[src/rtl/teclado_emulador.sv]
// 4x4 keypad emulator: answers the scanner's row drive with the column of a
// requested key, emulating press bounce, a held contact over N scans and a release gap.
module teclado_emulador #(
  parameter int BOUNCE_CYCLES = 4,
  parameter int HOLD_SCANS    = 3,
  parameter int GAP_CYCLES    = 8,
  parameter int HOLD_TIMEOUT  = 1024
) (
  input  logic       clk,
  input  logic       rst,
  input  logic [3:0] key_code,
  input  logic       key_valid,
  output logic       key_ready,
  input  logic [3:0] fila,
  output logic       col_0,
  output logic       col_1,
  output logic       col_2,
  output logic       col_3,
  output logic       busy,
  output logic       done,
  output logic       timeout
);

  localparam int BW = $clog2(BOUNCE_CYCLES) + 1;
  localparam int HW = $clog2(HOLD_SCANS) + 1;
  localparam int TW = $clog2(HOLD_TIMEOUT) + 1;
  localparam int GW = $clog2(GAP_CYCLES) + 1;

  localparam logic [BW-1:0] B_LAST = BW'((BOUNCE_CYCLES > 0) ? BOUNCE_CYCLES - 1 : 0);
  localparam logic [HW-1:0] H_LAST = HW'(HOLD_SCANS - 1);
  localparam logic [TW-1:0] T_LAST = TW'(HOLD_TIMEOUT - 1);
  localparam logic [GW-1:0] G_LAST = GW'(GAP_CYCLES - 1);

  localparam logic [1:0] S_IDLE    = 2'd0;
  localparam logic [1:0] S_BOUNCE  = 2'd1;
  localparam logic [1:0] S_HOLD    = 2'd2;
  localparam logic [1:0] S_RELEASE = 2'd3;

  logic [1:0]    state_q, state_d;
  logic [1:0]    rsel_q, rsel_d;
  logic [1:0]    csel_q, csel_d;
  logic [BW-1:0] bounce_q, bounce_d;
  logic [HW-1:0] hit_q, hit_d;
  logic [TW-1:0] to_q, to_d;
  logic [GW-1:0] gap_q, gap_d;
  logic          row_q, row_d;
  logic          done_q, done_d;

  logic          accept, hit, contact, timeout_c;
  logic [3:0]    col_v;

  assign key_ready = (state_q == S_IDLE) && !rst;
  assign accept    = key_valid && key_ready;
  assign hit       = (state_q == S_HOLD) && row_q && !fila[rsel_q];

  always_comb begin
    contact = 1'b0;
    case (state_q)
      S_BOUNCE: contact = ~bounce_q[0];
      S_HOLD:   contact = 1'b1;
      default:  contact = 1'b0;
    endcase
  end

  always_comb begin
    state_d   = state_q;
    rsel_d    = rsel_q;
    csel_d    = csel_q;
    bounce_d  = bounce_q;
    hit_d     = hit_q;
    to_d      = to_q;
    gap_d     = gap_q;
    done_d    = 1'b0;
    timeout_c = 1'b0;
    // Level of the newly latched row on accept, so a pulse already in flight is seen correctly.
    row_d     = accept ? fila[key_code[3:2]] : fila[rsel_q];
    case (state_q)
      S_IDLE: if (accept) begin
        rsel_d   = key_code[3:2];
        csel_d   = key_code[1:0];
        bounce_d = '0;
        hit_d    = '0;
        to_d     = '0;
        gap_d    = '0;
        state_d  = (BOUNCE_CYCLES == 0) ? S_HOLD : S_BOUNCE;
      end
      S_BOUNCE: begin
        bounce_d = bounce_q + 1'b1;
        if (bounce_q == B_LAST) state_d = S_HOLD;
      end
      S_HOLD: begin
        to_d = to_q + 1'b1;
        if (hit) hit_d = hit_q + 1'b1;
        // The final hit wins over a simultaneous timeout expiry.
        if (hit && hit_q == H_LAST) begin
          state_d = S_RELEASE;
        end else if (to_q == T_LAST) begin
          state_d   = S_RELEASE;
          timeout_c = 1'b1;
        end
      end
      default: begin
        gap_d = gap_q + 1'b1;
        if (gap_q == G_LAST) begin
          state_d = S_IDLE;
          done_d  = 1'b1;
        end
      end
    endcase
  end

  always_ff @(posedge clk) begin
    if (rst) begin
      state_q  <= S_IDLE;
      rsel_q   <= '0;
      csel_q   <= '0;
      bounce_q <= '0;
      hit_q    <= '0;
      to_q     <= '0;
      gap_q    <= '0;
      row_q    <= 1'b0;
      done_q   <= 1'b0;
    end else begin
      state_q  <= state_d;
      rsel_q   <= rsel_d;
      csel_q   <= csel_d;
      bounce_q <= bounce_d;
      hit_q    <= hit_d;
      to_q     <= to_d;
      gap_q    <= gap_d;
      row_q    <= row_d;
      done_q   <= done_d;
    end
  end

  // Combinational return path: the scanner reads the column in the cycle it drives the row.
  assign col_v   = {4{contact && fila[rsel_q] && !rst}} & (4'b0001 << csel_q);
  assign col_0   = col_v[0];
  assign col_1   = col_v[1];
  assign col_2   = col_v[2];
  assign col_3   = col_v[3];
  assign busy    = (state_q != S_IDLE) && !rst;
  assign done    = done_q && !rst;
  assign timeout = timeout_c && !rst;

endmodule

[config.mk]
export PLATFORM = sky130hd
export DESIGN_NAME = teclado_emulador
export DESIGN_NICKNAME = d
export VERILOG_FILES = /design/src/rtl/teclado_emulador.sv
export SDC_FILE = /design/constraint.sdc
export NUM_CORES = 1
export LEC_CHECK = 0
export CORE_MARGIN = 10
export CORE_UTILIZATION = 50
export DETAILED_ROUTE_END_ITERATION = 10
export GPL_TIMING_DRIVEN = 1
export PLACE_DENSITY = 0.76
export SKIP_CTS_REPAIR_TIMING = 1
export SLEW_MARGIN = 20
export SYNTH_ARGS = -nofsm -noshare
export SYNTH_HDL_FRONTEND = slang
export SYNTH_SLANG_ARGS = --single-unit
[constraint.sdc]
create_clock -name clk -period 2.6 [get_ports clk]
set_input_delay 0.39 -clock clk [delete_from_list [all_inputs] [get_ports clk]]
set_output_delay 0.39 -clock clk [all_outputs]
set_load 0.03 [all_outputs]
# Word level (Yosys, flattened, before mapping)
# Cells that the tools add are included.
[totals]
word_cells = 78
output_inout_bits = 8
inputBits = 11
register_bits = 29
[classes]
muxes = 24
shift = 1
reduce_logical = 25
eq_ne = 10
bitwise_logic = 3
magnitude_cmp = 2
addsub = 4
[op_table]
columns = ["cell", "count"]
rows = [
  ["$pmux 11 s2", 1],
  ["$pmux 3 s2", 2],
  ["$add 11x1->11 const B", 1],
  ["$eq 11x10->1 const B", 1],
  ["$mux 11", 1],
  ["$logic_and 1x1->1", 10],
  ["$mux 2", 5],
  ["$pmux 4 s2", 1],
  ["$reduce_and 2->1", 4],
  ["$mux 1", 7],
  ["$add 3x1->3 const B", 2],
  ["$eq 3x2->1 const B", 2],
  ["$lt 2x3->1 const B", 2],
  ["$mux 3", 2],
  ["$ne 2x2->1 const B", 3],
  ["$pmux 2 s3", 1],
  ["$reduce_bool 2->1", 3],
  ["$add 4x1->4 const B", 1],
  ["$and 4x4->4", 1],
  ["$bmux 1 s2", 2],
  ["$eq 4x3->1 const B", 1],
  ["$mux 4", 1],
  ["$reduce_and 4->1", 1],
  ["$reduce_bool 4->1", 1],
  ["11 further kinds", 13],
]

# Depth between registers and ports, before layout
# Gate-level depths: netlist of run 1.
[depth]
ltp_word = 8
ltp_mapped = 7
ltp_nobuf = 6

# Worst setup path after synthesis of run 1
# No wires, ideal clock.
[synth_timing]
path_type = "register to output"
start = "reg hit_q[0]"
end = "out timeout"
path_buffers = 0
required_ps = 2210
setup_slack_ps = 450
arrival_ps = 1760
stages_incl_launch_ff = 6
path_cell_list = "dfxtp_1 -> inv_1 -> ha_1 -> and4bb_1 -> a22oi_1 -> nor3b_1"
[synth_between]
elab_chain_cells = 5
[synth_lines]
columns = ["item", "line_no", "text"]
rows = [
  ["start, declared", "43", "logic [HW-1:0] hit_q, hit_d;"],
  ["start signal, assigned", "128", "hit_q <= hit_d;"],
  ["$eq 3x2->1", "95", "if (hit && hit_q == H_LAST) begin"],
  ["$logic_and 1x1->1", "95", ""],
  ["$mux 1", "95", ""],
  ["$mux 1", "77", "case (state_q)"],
  ["$logic_and 1x1->1", "144", "assign timeout = timeout_c && !rst;"],
  ["end, declared", "21", "output logic timeout"],
]
# Every way passes these cells.

# Final worst setup path of run 1
[layout_timing]
start = "reg state_q[1]"
end = "out col_0"
[layout_between]
elab_chain_cells = 5
[layout_lines]
columns = ["item", "line_no", "text"]
rows = [
  ["start, declared", "39", "logic [1:0] state_q, state_d;"],
  ["start signal, assigned", "124", "state_q <= state_d;"],
  ["$eq 2x2->1 / $eq 2x1->1 (equally long branches)", "58", "case (state_q)"],
  ["$pmux 1 s2 (*)", "58", ""],
  ["$logic_and 1x1->1 (*) (2 in a row)", "137", "assign col_v = {4{contact && fila[rsel_q] && !rst}} & (4'b0001 << csel_q);"],
  ["$and 4x4->4 (*)", "137", ""],
  ["end, declared", "15", "output logic col_0,"],
]
# Mark *: on every way between the ends. The rest lies on a longest branch, timed or not.

==> results.md, run 1 <==
- Top_reg_cell synth: dfxtp_1
- Die width: roughly 79 um
- Reg2reg path depth: 6
- Drt initial violations: 80
- Share of post-route cells with drive strength above 1: about 14%
- Setup violators final: 0
- Yosys warns: 0
- First-pass GRT wire length: 6580 um
- Sequential power share: between 30% and 40%
- Sw Pwr: 531 uW
- DR WL/cell: ~14 um
- Clock network fraction of total power: between 15 and 20%
- I/O Buffers: 18
- Clock transition at path regs: about 0.1 ns
- FF-to-FF Start: state_q[0]$_SDFFE_PP0P_
- Nets: around 250
- H-Tree Level Count: 2
- Die Ht: between 70 and 80 um
- Placed cells: between 200 and 300
- Initial antenna violation count: 0
- Worst EP arrival: approximately 1.9 ns
- Root buffer cell: clkbuf_4
- TNS Setup: 0 ns
- Area delta synth->final: 15.7%
- Clk_skew: 0.0121 ns
- CTS Sinks: 29
- Setup CP Type: reg -> out
- Leakage power: roughly 0.00077 uW
- Worst setup EP type: output pin
- Via density: 5.62
- Initial Util: 52.2%
- # diodes: 0
- Synth unique cells: 53
- Clk_lat worst skew: 0.33 ns
- CTS max path bufs: 2
- Final min period: about 2.3 ns
- DRT Pass-1 Iters: 6
- Synth Net Count: 225
- GR Overflow Total: 0
- Core area: ~3400 um2
- Non-Filler Instances: between 200 and 300
- PD cells: around 650 nW/um2
- Reg2reg setup slack: 0.66 ns
- Vias in the first global route: 1456
- Avg Cell Area, Syn: between 8 and 9 um2
- Post-synthesis cell area: 1770 um2
- Fin. Hold Viols: 0
- Worst Tran Pin Value: approximately 0.44 ns
- Critical path peak fanout: 6
- Drt drc: 0
- Int Pwr: ~800 uW
- Final period utilization: 88.6%
- TritonCTS clock tree: built
- Antenna Nets Post-Route: 0
- Syn Inst Count: between 200 and 250
- Slew HR: 70.4%
- Crit path launch: state_q[1]$_SDFFE_PP0P_
- Comb power frac: 40.6%
- Sw frac: 39.8%
- FILL cells: between 300 and 400
- EDFF count, synth: 0
- RD Place Congestion: approximately 0.76
- Highest Clock Rate: 434 MHz
- Max Slew Vio Count: 0
- Max Cap Violations: 0
- Run status: complete, no violations
- Timing endpoint of the critical path: col_0
- Register area share after synthesis: between 30 and 40%
- RSZ-0062 raised after global routing: no
- Via count: 1540
- Largest net degree at the start of global routing: 14
- Routed WL: around 3800 um
- Asr flop ratio synth: 0%
- HPWL after DPL: around 2900 um
- Die ar.: between 6000 and 7000 um2
- CP Data Required Time: 2.21 ns
- Peak supply drop: 0.438 mV
- IO Pins: 19
- Yosys reg bits: 29
- Std cell rows: 21
- CTS Buf Count: 5
- RR Endpoint: state_q[1]$_SDFFE_PP0P_
- Hold Path Class: reg -> reg
- Gr usage total: between 10 and 15%
- Critical path launch point type: flip-flop
==> cell type report <==
| type | instances | area [um2] | area share (%) |
|---|---|---|---|
| multi-input cells | 155 | 1110 | 54.4 |
| flip-flops and latches | 29 | 581 | 28.4 |
| repair buffers | 23 | 198 | 9.66 |
| well taps | 46 | 57.6 | 2.81 |
| clock buffers | 8 | 48.8 | 2.39 |
| inverters | 13 | 48.8 | 2.39 |
==> power by group through the flow <==
stage | clock (uW) | combinational [uW] | sequential, uW
2_1_floorplan | 0 | 408 | 529
3_3_place_gp | 0 | 537 | 538
3_5_place_dp | 0 | 540 | 540
4_1_cts | 268 | 543 | 529
5_1_grt | 292 | 611 | 538
6_report | 261 | 542 | 530
==> worst max-delay path: stages, from the launching register on <==
cell and delay [ns]:
dfxtp_1 0.44, ha_2 0.29, inv_1 0.15, o21ai_0 0.13, nand4_1 0.19, nor3_1 0.20, buf_4 0.19
==> cell families after synthesis <==
kind of cell / after synthesis / share of synthesized area (%)
compound gates: 46 / 20.5
mux: 8 / 5.66
buf+inv: 19 / 4.39
xor+xnor: 7 / 3.47
fa+ha+maj: 11 / 7.78
flops: 29 / 32.8
simple gates: 83 / 25.4
==> per-layer routing <==
metal	vias up	GRT usage (%)	wire [um]
li1	786	-	-
met1	714	15.6	1820
met2	32	19.9	1710
met3	8	3.94	155
met4	0	5.73	87
met5	-	0	0
==> cell usage in the layout, fill, tap and decap left out, types with 6 or more instances in the layout <==
cell,n
dfxtp_1,29
nor2_1,20
nand2_1,18
inv_1,13
buf_4,13
a21oi_1,11
ha_1,10
clkdlybuf4s50_1,10
nand3_1,8
nor2b_1,7
nor3_1,6
xnor2_1,6
==> registers in the layout (all words and copies together), names as in the netlist <==
name / count
done_q: 1
csel_q: 2
state_q: 2
rsel_q: 2
to_q: 11
gap_q: 4
row_q: 1
hit_q: 3
bounce_q: 3
==> synthesized netlist by cell type, types with 2 or more instances <==
master,count,share of area (%)
and3_1,2,0.71
a31oi_1,2,0.71
nand2b_1,2,0.71
nand3_1,8,2.3
nor3_1,6,1.7
a21oi_1,11,3.1
xnor2_1,6,3.0
nand2_1,18,3.8
a2111oi_2,3,2.5
and2_1,2,0.71
a32oi_1,2,0.99
nor2_1,20,4.2
buf_2,2,0.57
a221oi_2,2,1.7
inv_1,13,2.8
a22oi_1,3,1.3
nor2b_1,7,2.5
mux2i_2,2,1.6
dfxtp_1,29,33
o21ai_0,5,1.4
mux2i_1,5,2.8
buf_1,2,0.42
a2bb2oi_1,3,1.5
o21a_1,3,1.3
a211oi_1,2,0.85
nor4_1,2,0.71
ha_1,11,7.8
nand4_1,4,1.4
nand3b_1,2,0.85
==> per-stage QoR <==
| stage | total power, uW | setup slack, ns | hold WS, ns | utilization (%) | instance area, um2 |
|---|---|---|---|---|---|
| after CTS | 1340 | 0.196 | 0.496 | 60.3 | 2040 |
| final | 1330 | 0.297 | 0.495 | 60.4 | 2050 |
| after global placement | 1070 | 0.446 | 0.474 | 58.8 | 1990 |
| after global routing | 1440 | 0.00965 | 0.529 | 60.4 | 2050 |
| after floorplan | 937 | 0.450 | 0.456 | - | 1770 |
| after detailed placement | 1080 | 0.383 | 0.484 | 58.8 | 1990 |
==> worst min path at each step <==
stage | startpoint | slack (ns) | end | depth (start not counted)
2_1_floorplan | bounce_q[2]$_SDFFE_PP0P_ | 0.46 | bounce_q[2]$_SDFFE_PP0P_ | 2
3_3_place_gp | csel_q[1]$_SDFFE_PP0P_ | 0.47 | csel_q[1]$_SDFFE_PP0P_ | 2
3_5_place_dp | csel_q[1]$_SDFFE_PP0P_ | 0.48 | csel_q[1]$_SDFFE_PP0P_ | 2
4_1_cts | csel_q[1]$_SDFFE_PP0P_ | 0.50 | csel_q[1]$_SDFFE_PP0P_ | 2
5_1_grt | csel_q[1]$_SDFFE_PP0P_ | 0.53 | csel_q[1]$_SDFFE_PP0P_ | 2
6_report | csel_q[1]$_SDFFE_PP0P_ | 0.50 | csel_q[1]$_SDFFE_PP0P_ | 2
(Power assumes the default switching activity.)
==> inputs of run 2 (changes only) <==
--- a/config.mk
+++ b/config.mk
@@ -6,12 +6,11 @@
 export NUM_CORES = 1
 export LEC_CHECK = 0
 export CORE_MARGIN = 10
-export CORE_UTILIZATION = 50
+export CORE_UTILIZATION = 43
 export DETAILED_ROUTE_END_ITERATION = 10
 export GPL_TIMING_DRIVEN = 1
-export PLACE_DENSITY = 0.76
+export PLACE_DENSITY = 0.67
 export SKIP_CTS_REPAIR_TIMING = 1
-export SLEW_MARGIN = 20
 export SYNTH_ARGS = -nofsm -noshare
 export SYNTH_HDL_FRONTEND = slang
 export SYNTH_SLANG_ARGS = --single-unit
==> run 2 against run 1 <==
Effect of this change: hold slack got worse by 0.0068 ns; cell count up 0.73%; routed wire length up 1.5%; first-iteration DRC count shrank 21%; register-to-register slack got worse by 0.03 ns; highest routed layer unchanged; clock skew fell by 0.0068 ns.
==> results.md, run 2 (synthesized netlist as in run 1, its figures left out) <==
- Run status: complete, no violations
- Fin. Hold Viols: 0 (unchanged)
- Antenna Nets Post-Route: 0 (unchanged)
- Commonest non-fill, non-tap cell in the layout: dfxtp_1
- Via count: 1504 (-2.3%)
- RD Place Congestion: 0.785 (+3.2%)
- Commonest non-fill, non-tap cells in the layout: dfxtp_1, nor2_1, nand2_1, inv_1, clkdlybuf4s50_1
- Slowest Stage Delay on Critical Path: 0.62 ns (+0.18 ns)
- Vias in the first global route: 1528 (+4.9%)
- Worst Tran Pin Value: 0.422 ns (-0.0226 ns)
- Clk_lat worst skew: 0.28 ns (-0.05 ns)
- CTS Buf Count: 5 (unchanged)
- Std cell rows: 23 (+9.5%)
- FF-to-FF Start: state_q[0]$_SDFFE_PP0P_
- Top Registers: to_q x11, gap_q x4
- Setup CP Type: in -> out
- TNS Setup: 0 ns (unchanged)
- Highest Clock Rate: 434 MHz (about the same)
- Setup violators final: 0 (unchanged)
- Max reg flops: 11 (unchanged)
- Leakage power: 0.000775 uW (+1.2%)
- Final period utilization: 88.6% (about the same)
- Hold Path Class: reg -> reg
- Largest net degree at the start of global routing: 23 (+9)
- Die ar.: 7080 um2 (+12%)
- Slowest cell on crit path: clkdlybuf4s50_1
- H-Tree Level Count: 2 (unchanged)
- Clock transition at path regs: 0.06 ns (-0.04 ns)
- Setup ws final: 0.295 ns (-0.00206 ns)
- Via density: 5.45 (-3.0%)
- RSZ-0062 raised after global routing: no
- Clk_skew: 0.00527 ns (-0.00683 ns)
- Die width: 84.1 um (+5.9%)
- PD cells: 693 nW/um2 (+6.4%)
- I/O Buffers: 18 (unchanged)
- Critical path peak fanout: 12 (+6)
- Reg2reg setup slack: 0.63 ns (-0.03 ns)
- Initial Util: 44.2% (-8.0 points)
- Post-Place Setup Slack: 0.270 ns (-0.113 ns)
- CP Data Required Time: 2.21 ns (about the same)
- Crit-path cells: clkdlybuf4s50_1, inv_1, nand4_1, nor3_1, buf_4
- Worst EP arrival: 1.91 ns (about the same)
- Gr usage total: 11.6% (-1.2 points)
- Peak supply drop: 0.310 mV (-29%)
- DR WL/cell: 13.9 um (+0.77%)
- # diodes: 0 (unchanged)
- Routed WL: 3840 um (+1.5%)
- Initial antenna violation count: 0 (unchanged)
- Max Cap Violations: 0 (unchanged)
- Die Ht: 84.1 um (+5.9%)
- Crit path launch: rst
- DRT Pass-1 Iters: 4 (-2)
- IO Pins: 19 (unchanged)
- Timing endpoint of the critical path: col_1
- HPWL after DPL: 2900 um (+0.81%)
- Core area: 4000 um2 (+18%)
- Tot Pwr: 1450 uW (+8.4%)
- Worst setup EP type: output pin
- Slew HR: 71.8% (+1.4 points)
- Max Slew Vio Count: 0 (unchanged)
- Area delta synth->final: 18.0%
- Root buffer cell: clkbuf_8
- Reg2reg path depth: 7 (+1)
- GR Overflow Total: 0 (unchanged)
- Largest Register: to_q
- RR Endpoint: state_q[1]$_SDFFE_PP0P_
- First-pass GRT wire length: 6960 um (+5.7%)
- TritonCTS clock tree: built
- Drt drc: 0 (unchanged)
- CTS Sinks: 29 (unchanged)
- CTS max path bufs: 2 (unchanged)
- Nets: 248 (-0.40%)
- Critical path launch point type: primary input
- Drt initial violations: 63 (-21%)
- Hold WS: 0.488 ns (-0.00679 ns)
- Final min period: 2.30 ns (+0.00206 ns)
- Share of post-route cells with drive strength above 1: 12.4% (-1.6 points)
[run 2: area by class of cell]
type                    count  area (um2)
clock buffers               7        86.3
well taps                  50        62.6
inverters                  13        48.8
multi-input cells         155        1110
flip-flops and latches     29         581
repair buffers             22         198
fillers                   390        1910
[run 2: critical path: cells and delay by family]
kind | cells | cell delay [ns]
and+or+nand+nor | 2 | 0.39
buffers and inverters | 3 | 1.13
[run 2: layer usage]
layer | share of wire [%] | global-route usage (%) | routed length (um) | vias up
met5 | 0 | 0 | 0 | -
met4 | 2.0 | 4.57 | 76 | 0
met3 | 3.6 | 3.32 | 138 | 8
met2 | 47 | 19.6 | 1810 | 22
met1 | 47 | 13.3 | 1810 | 691
li1 | - | - | - | 783
[run 2: how the worst min path moves through the flow]
stage / slack [ns] / start / depth (start not counted) / endpoint
floorplan: 0.46 / bounce_q[2]$_SDFFE_PP0P_ / 2 / bounce_q[2]$_SDFFE_PP0P_
global placement: 0.47 / bounce_q[2]$_SDFFE_PP0P_ / 2 / bounce_q[2]$_SDFFE_PP0P_
detailed placement: 0.48 / bounce_q[2]$_SDFFE_PP0P_ / 2 / bounce_q[2]$_SDFFE_PP0P_
CTS: 0.49 / csel_q[1]$_SDFFE_PP0P_ / 2 / csel_q[1]$_SDFFE_PP0P_
global route: 0.52 / csel_q[1]$_SDFFE_PP0P_ / 2 / csel_q[1]$_SDFFE_PP0P_
finish: 0.49 / bounce_q[2]$_SDFFE_PP0P_ / 2 / bounce_q[2]$_SDFFE_PP0P_
[run 2: power by group]
group	internal, uW	switching [uW]	leakage (uW)
registers	486	44.7	0.000235
logic	209	338	0.000496
clock network	209	158	0.0000443
[run 2: per-stage QoR]
step / cell area [um2] / cells / utilization, %
after floorplan: 1770 / 203 / -
after global placement: 2000 / 269 / 50.0
after detailed placement: 2000 / 269 / 50.0
after CTS: 2090 / 276 / 52.1
after global routing: 2090 / 276 / 52.1
final: 2090 / 276 / 52.1
